**config.mk**
```make
export PLATFORM = sky130hd
export DESIGN_NAME = serdes_test_frame_gen
export DESIGN_NICKNAME = d
export VERILOG_FILES = /design/src/rtl/serdes_test_pkg.sv /design/src/rtl/serdes_prbs31_gen.sv /design/src/rtl/serdes_test_frame_gen.sv
export SDC_FILE = /design/constraint.sdc
export NUM_CORES = 1
export LEC_CHECK = 0
export CAP_MARGIN = 40
export CORE_MARGIN = 2
export CORE_UTILIZATION = 30
export CTS_CLUSTER_SIZE = 24
export DETAILED_ROUTE_END_ITERATION = 12
export HOLD_SLACK_MARGIN = 0.02
export PLACE_DENSITY_LB_ADDON = 0.3
export REMOVE_ABC_BUFFERS = 1
export SETUP_SLACK_MARGIN = 0.3
export SYNTH_ARGS = -nofsm -noshare
export SYNTH_HDL_FRONTEND = slang
export SYNTH_SLANG_ARGS = --single-unit
```
**constraint.sdc**
```tcl
create_clock -name I_txoutclk -period 6.25 [get_ports I_txoutclk]
set_clock_uncertainty 0.05 [all_clocks]
set_input_delay 0.625 -clock I_txoutclk [delete_from_list [all_inputs] [get_ports I_txoutclk]]
set_output_delay 0.625 -clock I_txoutclk [all_outputs]
set_load 0.01 [all_outputs]
```
**src/rtl/serdes_test_pkg.sv**
```systemverilog
// Shared definitions for the SERDES test frame generator: FSM encoding,
// framing constants, payload pattern codes and PRBS31 taps.
package serdes_test_pkg;

    typedef enum logic [1:0] {
        ST_IDLE    = 2'd0,
        ST_SOF1    = 2'd1,
        ST_SOF2    = 2'd2,
        ST_PAYLOAD = 2'd3
    } fsm_state_e;

    localparam logic [1:0] PAT_CNT  = 2'd0;
    localparam logic [1:0] PAT_PRBS = 2'd1;
    localparam logic [1:0] PAT_IDLE = 2'd2;

    // x^31 + x^28 + 1, taps expressed as state bit indices
    localparam int PRBS_TAP_HI = 30;
    localparam int PRBS_TAP_LO = 27;

    localparam logic [7:0]  SOF1_8B_CTRL = 8'h01;
    localparam logic [63:0] SOF1_8B_DATA = 64'h5050_5050_5050_50BC;
    localparam logic [7:0]  SOF1_66_CTRL = 8'h80;
    localparam logic [63:0] SOF1_66_DATA = 64'hFD50_5050_5050_5050;
    localparam logic [7:0]  SOF2_8B_CTRL = 8'h00;
    localparam logic [63:0] SOF2_8B_DATA = 64'h5050_5050_5050_5050;
    localparam logic [7:0]  SOF2_66_CTRL = 8'h01;
    localparam logic [63:0] SOF2_66_DATA = 64'h5050_5050_5050_50FB;
    localparam logic [7:0]  IDLE_66_CTRL = 8'hFF;
    localparam logic [63:0] IDLE_66_DATA = 64'h0707_0707_0707_0707;

    typedef struct packed {
        logic [7:0]  ctrl;
        logic [63:0] data;
    } tx_word_t;

    function automatic tx_word_t sof1_word(input logic sel66);
        return sel66 ? tx_word_t'{SOF1_66_CTRL, SOF1_66_DATA}
                     : tx_word_t'{SOF1_8B_CTRL, SOF1_8B_DATA};
    endfunction

    function automatic tx_word_t sof2_word(input logic sel66);
        return sel66 ? tx_word_t'{SOF2_66_CTRL, SOF2_66_DATA}
                     : tx_word_t'{SOF2_8B_CTRL, SOF2_8B_DATA};
    endfunction

    // 8b10b idle fill reuses the SOF1 comma word
    function automatic tx_word_t idle_word(input logic sel66);
        return sel66 ? tx_word_t'{IDLE_66_CTRL, IDLE_66_DATA}
                     : tx_word_t'{SOF1_8B_CTRL, SOF1_8B_DATA};
    endfunction

endpackage

```
**src/rtl/serdes_prbs31_gen.sv**
```systemverilog
// PRBS31 source producing 64 bits per clock, first generated bit at data[63].
// data always shows the next word; advance commits it, load reseeds.
module serdes_prbs31_gen
    import serdes_test_pkg::*;
(
    input  logic        I_txoutclk,
    input  logic [30:0] seed,
    input  logic        load,
    input  logic        advance,
    output logic [63:0] data
);

    logic [30:0] state_q;
    logic [30:0] state_d;

    always_comb begin
        state_d = state_q;
        data    = '0;
        for (int i = 63; i >= 0; i--) begin
            data[i] = state_d[PRBS_TAP_HI] ^ state_d[PRBS_TAP_LO];
            state_d = {state_d[29:0], data[i]};
        end
    end

    always_ff @(posedge I_txoutclk) begin
        if (load)
            state_q <= seed;
        else if (advance)
            state_q <= state_d;
    end

endmodule

```
**src/rtl/serdes_test_frame_gen.sv**
```systemverilog
// Multi-lane SERDES test frame generator: SOF1/SOF2 header plus counter,
// PRBS31 or idle payload, muxed per lane against mission traffic.
module serdes_test_frame_gen
    import serdes_test_pkg::*;
#(
    parameter int          P_LANES     = 2,
    parameter int          P_LEN_W     = 16,
    parameter logic [30:0] P_PRBS_SEED = 31'h7FFF_FFFF
) (
    input  logic                   I_txoutclk,
    input  logic                   I_txoutrst,
    input  logic [8*P_LANES-1:0]   I_txctrl,
    input  logic [64*P_LANES-1:0]  I_txdata,
    input  logic                   I_8b10b_or_64b66b_sel,
    input  logic [P_LANES-1:0]     I_test_en,
    input  logic [1:0]             I_pattern_sel,
    input  logic [P_LEN_W-1:0]     I_frame_len,
    input  logic [15:0]            I_frame_num,
    input  logic                   I_start,
    input  logic                   I_stop,
    output logic                   O_busy,
    output logic                   O_done,
    output logic [15:0]            O_frame_cnt,
    output logic [8*P_LANES-1:0]   O_txctrl,
    output logic [64*P_LANES-1:0]  O_txdata
);

    fsm_state_e         state_q, state_d;
    logic [P_LEN_W-1:0] idx_q, idx_d, len_q;
    logic [15:0]        num_q, frame_cnt_q;
    logic [1:0]         pat_q;
    logic               stop_pend_q, done_q;
    logic               start_acc, frame_end, cnt_hit;
    logic               use_prbs;
    tx_word_t           common_w;
    logic [15:0]        idx16;

    assign cnt_hit = (num_q != 16'd0) && (frame_cnt_q + 16'd1 == num_q);

    always_comb begin
        state_d   = state_q;
        idx_d     = idx_q;
        start_acc = 1'b0;
        frame_end = 1'b0;
        case (state_q)
            ST_IDLE: begin
                if (I_start && !I_stop) begin
                    start_acc = 1'b1;
                    state_d   = ST_SOF1;
                    idx_d     = '0;
                end
            end
            ST_SOF1: begin
                state_d = ST_SOF2;
                idx_d   = P_LEN_W'(1);
            end
            ST_SOF2: begin
                state_d = ST_PAYLOAD;
                idx_d   = P_LEN_W'(2);
            end
            ST_PAYLOAD: begin
                if (idx_q == len_q) begin
                    frame_end = 1'b1;
                    idx_d     = '0;
                    // a stop raised on the last word still ends the burst here
                    state_d   = (cnt_hit || stop_pend_q || I_stop) ? ST_IDLE : ST_SOF1;
                end else begin
                    idx_d = idx_q + P_LEN_W'(1);
                end
            end
            default: state_d = ST_IDLE;
        endcase
    end

    always_ff @(posedge I_txoutclk) begin
        if (I_txoutrst) begin
            state_q     <= ST_IDLE;
            idx_q       <= '0;
            len_q       <= P_LEN_W'(2);
            num_q       <= '0;
            pat_q       <= PAT_CNT;
            frame_cnt_q <= '0;
            stop_pend_q <= 1'b0;
            done_q      <= 1'b0;
        end else begin
            state_q <= state_d;
            idx_q   <= idx_d;
            done_q  <= frame_end && cnt_hit;
            if (start_acc) begin
                len_q       <= (I_frame_len < P_LEN_W'(2)) ? P_LEN_W'(2) : I_frame_len;
                num_q       <= I_frame_num;
                pat_q       <= I_pattern_sel;
                frame_cnt_q <= '0;
            end else if (frame_end) begin
                frame_cnt_q <= frame_cnt_q + 16'd1;
            end
            if (state_d == ST_IDLE)
                stop_pend_q <= 1'b0;
            else if (state_q != ST_IDLE && I_stop)
                stop_pend_q <= 1'b1;
        end
    end

    assign O_busy      = (state_q != ST_IDLE);
    assign O_done      = done_q;
    assign O_frame_cnt = frame_cnt_q;
    assign idx16       = 16'(idx_q);

    // Lane-independent part of the next word; PRBS lanes substitute their own data
    always_comb begin
        common_w = idle_word(I_8b10b_or_64b66b_sel);
        use_prbs = 1'b0;
        case (state_q)
            ST_SOF1: common_w = sof1_word(I_8b10b_or_64b66b_sel);
            ST_SOF2: common_w = sof2_word(I_8b10b_or_64b66b_sel);
            ST_PAYLOAD: begin
                case (pat_q)
                    PAT_PRBS: begin
                        common_w = tx_word_t'{8'h00, 64'h0};
                        use_prbs = 1'b1;
                    end
                    PAT_IDLE: common_w = idle_word(I_8b10b_or_64b66b_sel);
                    default:  common_w = tx_word_t'{8'h00, {idx16, 16'h0000, idx16, idx16}};
                endcase
            end
            default: ;
        endcase
    end

    for (genvar l = 0; l < P_LANES; l++) begin : g_lane
        logic [63:0] prbs_data;
        tx_word_t    gen_q;

        serdes_prbs31_gen u_prbs (
            .I_txoutclk (I_txoutclk),
            .seed       (P_PRBS_SEED ^ 31'(l)),
            .load       (I_txoutrst | start_acc),
            .advance    (state_q == ST_PAYLOAD),
            .data       (prbs_data)
        );

        always_ff @(posedge I_txoutclk) begin
            if (I_txoutrst)
                gen_q <= tx_word_t'{SOF1_8B_CTRL, SOF1_8B_DATA};
            else
                gen_q <= use_prbs ? tx_word_t'{8'h00, prbs_data} : common_w;
        end

        assign O_txctrl[8*l +: 8]  = I_test_en[l] ? gen_q.ctrl : I_txctrl[8*l +: 8];
        assign O_txdata[64*l +: 64] = I_test_en[l] ? gen_q.data : I_txdata[64*l +: 64];
    end

endmodule

```
=== After elaboration in Yosys (flattened, before gate mapping) ===
Index checks and enable logic that the tools add are counted.

* Add/subtract/negate cells: 2
* Magnitude comparators: 1
* Equal/unequal tests: 8
* Multiplexer cells: 25
* Bitwise logic cells: 129
* Reductions and logical operators: 14

{| class="wikitable"
|+ Operators by type and width
! operator !! number
|-
| 72-bit one-hot mux with 3 select lines || 1
|-
| 65-bit 2-to-1 mux || 3
|-
| 72-bit 2-to-1 mux || 2
|-
| 72-bit one-hot mux with 2 select lines || 1
|-
| 64-bit 2-to-1 mux || 2
|-
| 1-bit XOR || 128
|-
| 16-bit one-hot mux with 4 select lines || 1
|-
| 16-bit 2-to-1 mux || 3
|-
| 16-bit by 1-bit adder with 16-bit output (second input constant) || 2
|-
| 16-bit equality test || 2
|-
| 16-bit by 2-bit less-than comparator with 1-bit output (second input constant) || 1
|-
| 8-bit 2-to-1 mux || 2
|-
| 16-bit nonzero test || 1
|-
| 2-bit one-hot mux with 4 select lines || 1
|-
| 1-bit 2-to-1 mux || 7
|-
| 2-bit equality test (second input constant) || 3
|-
| 2-bit OR reduction || 3
|-
| 2-bit by 1-bit equality test with 1-bit output (second input constant) || 2
|-
| 1-bit logical AND || 4
|-
| 2-bit zero test || 2
|-
| 2-bit 2-to-1 mux || 2
|-
| 1-bit logical OR || 2
|-
| 2-bit inequality test (second input constant) || 1
|-
| 2-bit nonzero test || 1
|-
| 2 further kinds || 2
|}

* Register bits after elaboration: 269
* Output and inout port bits: 162
* Logic and storage cells: 194

=== Depth between registers and ports, before layout ===
* Depth after elaboration: 10
* Gate-level depth with buffers: 9
* Gate-level depth less buffers: 8

=== Cells and area by module ===
Synthesis repeated with hierarchy kept, for this count alone.

* Cells, all modules: 1270
* Area total of the unflattened synthesis: 13032.5 µm²

{| class="wikitable"
|+ Modules (own cells, without submodules)
! module !! instances !! cells an instance !! area each (µm²) !! sequential area each (µm²)
|-
| serdes_test_frame_gen || 1 || 1002 || 9263.9 || 4023.9
|-
| serdes_prbs31_gen || 2 || 134 || 1884.3 || 930.9
|}

=== Worst setup path before layout ===
No wires, ideal clock.

* Kind: in2out
* Start: in I_test_en[0]
* End: out O_txdata[0]
* Arrival: 1651 ps
* Data required time: 5575 ps
* Slack: 3924 ps
* Stages on the path: 3
* Path buffers: 2
* Cells stage by stage: clkbuf_1 -> clkbuf_1 -> mux2_2

* Cells in the longest elaborated chain, start to end: 1

{| class="wikitable"
|+ RTL lines
! element !! RTL line !! source
|-
| from (decl) || serdes_test_frame_gen.sv:15 || <nowiki>input logic [P_LANES-1:0] I_test_en,</nowiki>
|-
| 64-bit 2-to-1 mux || serdes_test_frame_gen.sv:150 || <nowiki>assign O_txdata[64*l +: 64] = I_test_en[l] ? gen_q.data : I_txdata[64*l +: 64];</nowiki>
|-
| to (decl) || serdes_test_frame_gen.sv:25 || <nowiki>output logic [64*P_LANES-1:0] O_txdata</nowiki>
|}

No other way between the ends.

=== Worst setup path in the final report ===
* Start: in I_test_en[0]
* End: out O_txdata[24]

The elaborated chain is that of the path after synthesis.

==> results.rst <==
.. list-table::
   :header-rows: 1

   * - Metric
     - Value
   * - Critical path capture point type
     - output pin
   * - Hold Path Origin
     - len_q[2]$_SDFFE_PP0P_
   * - Starting DRT DRC Count
     - between 800 and 900
   * - Seq/Total Area, Yosys
     - 0.428
   * - Max_cap viols
     - 0
   * - Max-slew violation total from the final report
     - 0
   * - Sort of element at the start of the critical path
     - primary input
   * - Number of DRC violations after detailed routing
     - 0
   * - Avg Synthesized Cell Area
     - 9.27 µm²
   * - Via count of the first global-routing pass
     - between 10,000 and 15,000
   * - Quantity of I/O buffers inserted on ports
     - between 300 and 400
   * - Global routing usage summed across all routing layers
     - 0.188
   * - HPWL Detailed
     - a little over 30,000 µm
   * - Number of ports placed on the die boundary
     - approximately 350
   * - Cell area after technology mapping
     - about 0.012 mm²
   * - Core box area
     - about 0.041 mm²
   * - Post-Place Cell Area
     - between 0.015 and 0.02 mm²
   * - Count of final setup violators
     - 0
   * - Setup Total Neg Slack
     - 0 ns
   * - Worst slew margin
     - 0.429
   * - Max FO, Critical Path
     - 39
   * - Data required time at the worst endpoint
     - roughly 5.6 ns
   * - Start point of the critical path
     - I_test_en[0]
   * - Number of antenna violations at the first check in global routing
     - 2
   * - Slowest stage delay, CP
     - about 0.60 ns
   * - Startpoint of the lowest-slack register-to-register path
     - state_q[0]$_SDFF_PP0_
   * - Detail Route Antenna Nets
     - 0
   * - Hold Crit Class
     - reg -> reg
   * - Final global-route overflow total
     - 0
   * - Prevailing post-synth register cell
     - sky130_fd_sc_hd__dfxtp_1
   * - Post-synth EDFFs
     - 0
   * - Wire length reported by the detailed router
     - about 42,000 µm
   * - Number of clock buffers inserted by TritonCTS
     - 29
   * - Total clock sinks
     - 263
   * - WS Path Type
     - in -> out
   * - TritonCTS clock tree
     - yes
   * - Portion of the clock cycle consumed by the worst path in the final layout
     - 0.551
   * - Power Density
     - between 200 and 300 mW/mm²
   * - Row count
     - 74
   * - Ys async rst share
     - 0
   * - Die X-Extent
     - ~210 µm
   * - Average wire per standard cell
     - around 20 µm
   * - Worst ir drop on vdd
     - roughly 0.20 mV
   * - Area enclosed by the die boundary
     - 0.0426 mm²
   * - Via count of the routed design
     - roughly 11,000
   * - Logic depth of the worst register-to-register path
     - 6
   * - Final core utilization
     - 0.423
   * - Final-report hold violation count
     - 0
   * - Depth of the worst hold-timing path
     - 1
   * - Area growth, synth to finish
     - 39.9%
   * - Synthesis warning total
     - 0
   * - Highest Clock Rate
     - ~290 MHz
   * - Setup repair after global routing missed its margin
     - no
   * - Critical path cell sequence
     - buf_2 > buf_4 > mux2_2 > clkdlybuf4s50_1
   * - Via count normalized by instance count
     - 4.93
   * - Post-CTS Resized
     - 0
   * - Crit path time final
     - roughly 3.4 ns
   * - Worst reg2reg path endpoint
     - g_lane[0].u_prbs.state_q[21]$_SDFFE_PP1P_
   * - Number of hold buffers added after cts
     - 0
   * - Clock transition at the registers of the reported paths
     - approximately 0.060 ns
   * - Endpoint of the worst hold path
     - len_q[2]$_SDFFE_PP0P_
   * - Placed Instances
     - approximately 2,100
   * - Largest net degree at the start of global routing
     - 80
   * - Number of fill cells
     - roughly 4,000
   * - Number of nets at the end of the flow
     - 1,779
   * - Highest-count cells in the layout ignoring fill and taps
     - 344 x sky130_fd_sc_hd__clkdlybuf4s50_1, 263 x sky130_fd_sc_hd__dfxtp_1, 150 x sky130_fd_sc_hd__xnor2_1
   * - Status
     - finished clean
   * - Wire length of the first global-routing pass
     - slightly above 60,000 µm
   * - Final cell count without fillers
     - about 2,100
   * - Number of H-tree branching levels
     - 1
   * - Clock insertion delay at the later pin of the skew report
     - approximately 0.57 ns
   * - Actual transition at the worst max-transition pin
     - approximately 0.85 ns
   * - Synth Instances
     - 1,326
   * - Number of synthesized register bits
     - 263
   * - Share of post-route cells with drive strength above 1
     - 0.136
   * - Slowest library cell on the worst path
     - sky130_fd_sc_hd__buf_2
   * - Pre-antenna DRT Iters
     - 5
   * - Arrival time worst endpoint
     - 2.77 ns
   * - Minimum setup slack among reg-to-reg paths
     - 3.21 ns
   * - Initial core utilization
     - 0.302
   * - Leading cell type in the layout, fill and taps excluded
     - sky130_fd_sc_hd__clkdlybuf4s50_1
   * - # Post-CTS Setup Buffers
     - 0
   * - Pwr Total
     - roughly 4500 µW
   * - Root cell of the clock tree
     - sky130_fd_sc_hd__clkbuf_16
   * - Routability cong.
     - 0.850
   * - Post-synthesis cell type count
     - 50
   * - Static leakage
     - between 0.006 and 0.007 µW
   * - Maximum root-to-sink buffer count
     - 3
   * - Die Ht
     - ~210 µm
   * - Final cell area excluding filler cells
     - 0.0172 mm²
[cell families (layout without fill, tap and decap cells)]
family | count (synthesis) | in the layout | synth area share
xor+xnor | 189 | 189 | 0.135
other cells | 0 | 1 | 0
flops | 263 | 263 | 0.428
buf+inv | 159 | 446 | 0.0505
compound gates | 274 | 274 | 0.141
fa+ha+maj | 4 | 4 | 0.00407
simple gates | 304 | 304 | 0.120
mux | 133 | 133 | 0.122
[flip-flops by register name, indices dropped and copies added (netlist names)]
register / flops
g_lane.u_prbs.state_q: 62
O_frame_cnt: 16
len_q: 16
state_q: 2
pat_q: 2
g_lane.gen_q: 131
idx16: 16
num_q: 16
stop_pend_q: 1
O_done: 1
[cell usage after synthesis, types with 7 or more instances]
cell type | count | area [µm²]
sky130_fd_sc_hd__dfxtp_1 | 263 | 5270
sky130_fd_sc_hd__xnor2_1 | 150 | 1310
sky130_fd_sc_hd__mux2_2 | 132 | 1490
sky130_fd_sc_hd__o21ai_0 | 130 | 651
sky130_fd_sc_hd__nand2_1 | 119 | 447
sky130_fd_sc_hd__clkbuf_1 | 75 | 282
sky130_fd_sc_hd__nor2_1 | 66 | 248
sky130_fd_sc_hd__o211ai_1 | 64 | 480
sky130_fd_sc_hd__buf_1 | 44 | 165
sky130_fd_sc_hd__xor2_1 | 39 | 342
sky130_fd_sc_hd__nand3_1 | 34 | 170
sky130_fd_sc_hd__a22o_1 | 30 | 263
sky130_fd_sc_hd__a21oi_1 | 28 | 140
sky130_fd_sc_hd__inv_1 | 28 | 105
sky130_fd_sc_hd__nand4_1 | 17 | 106
sky130_fd_sc_hd__buf_2 | 10 | 50.1
sky130_fd_sc_hd__nand2b_1 | 8 | 50.1
sky130_fd_sc_hd__nor3_1 | 8 | 40.0
sky130_fd_sc_hd__nor4_1 | 8 | 50.1
sky130_fd_sc_hd__and3_1 | 7 | 43.8
[worst max-delay path, delay by kind of cell]
kind,cells,cell delay [ns]
mux,1,0.40
buf+inv,3,1.69
[layer usage]
layer	vias to the layer above	track usage	part of all wire
met5	-	0	0.00031
met4	2	0.0554	0.027
met3	68	0.0325	0.080
met2	472	0.307	0.45
met1	4969	0.252	0.44
li1	5079	-	-
[area by class of cell]
class                      count  area [µm²]  share of cell area
antenna                        1        2.50            0.000146
tap                          532         666              0.0387
clock buffer                  34         774              0.0450
clock inverter                20         340              0.0198
timing repair buffer         364        3610               0.210
multi-input combinational    904        6430               0.374
inverter                      28         105             0.00611
sequential                   263        5270               0.306
[where the power goes]
group | internal, µW | leakage (µW) | switching [µW]
combinational | 379 | 0.00393 | 291
clock | 1230 | 0.000533 | 739
sequential | 1750 | 0.00215 | 67.6
total | 3360 | 0.00661 | 1100
[worst max path at each step]
stage	depth (start not counted)	slack, ns	end
2_1_floorplan	4	2.06	g_lane[0].u_prbs.state_q[0]$_SDFFE_PP1P_
3_3_place_gp	4	2.85	O_txdata[8]
3_5_place_dp	4	2.82	O_txdata[24]
4_1_cts	4	2.81	O_txdata[8]
5_1_grt	4	2.71	O_txdata[8]
6_report	4	2.81	O_txdata[24]
[stage by stage]
step                setup slack, ns  hold WS [ns]
floorplan                      2.06         0.413
global placement               2.85         0.439
detailed placement             2.82         0.441
CTS                            2.81         0.456
global route                   2.71         0.462
finish                         2.81         0.454
Power figures use the tool's default switching activity.
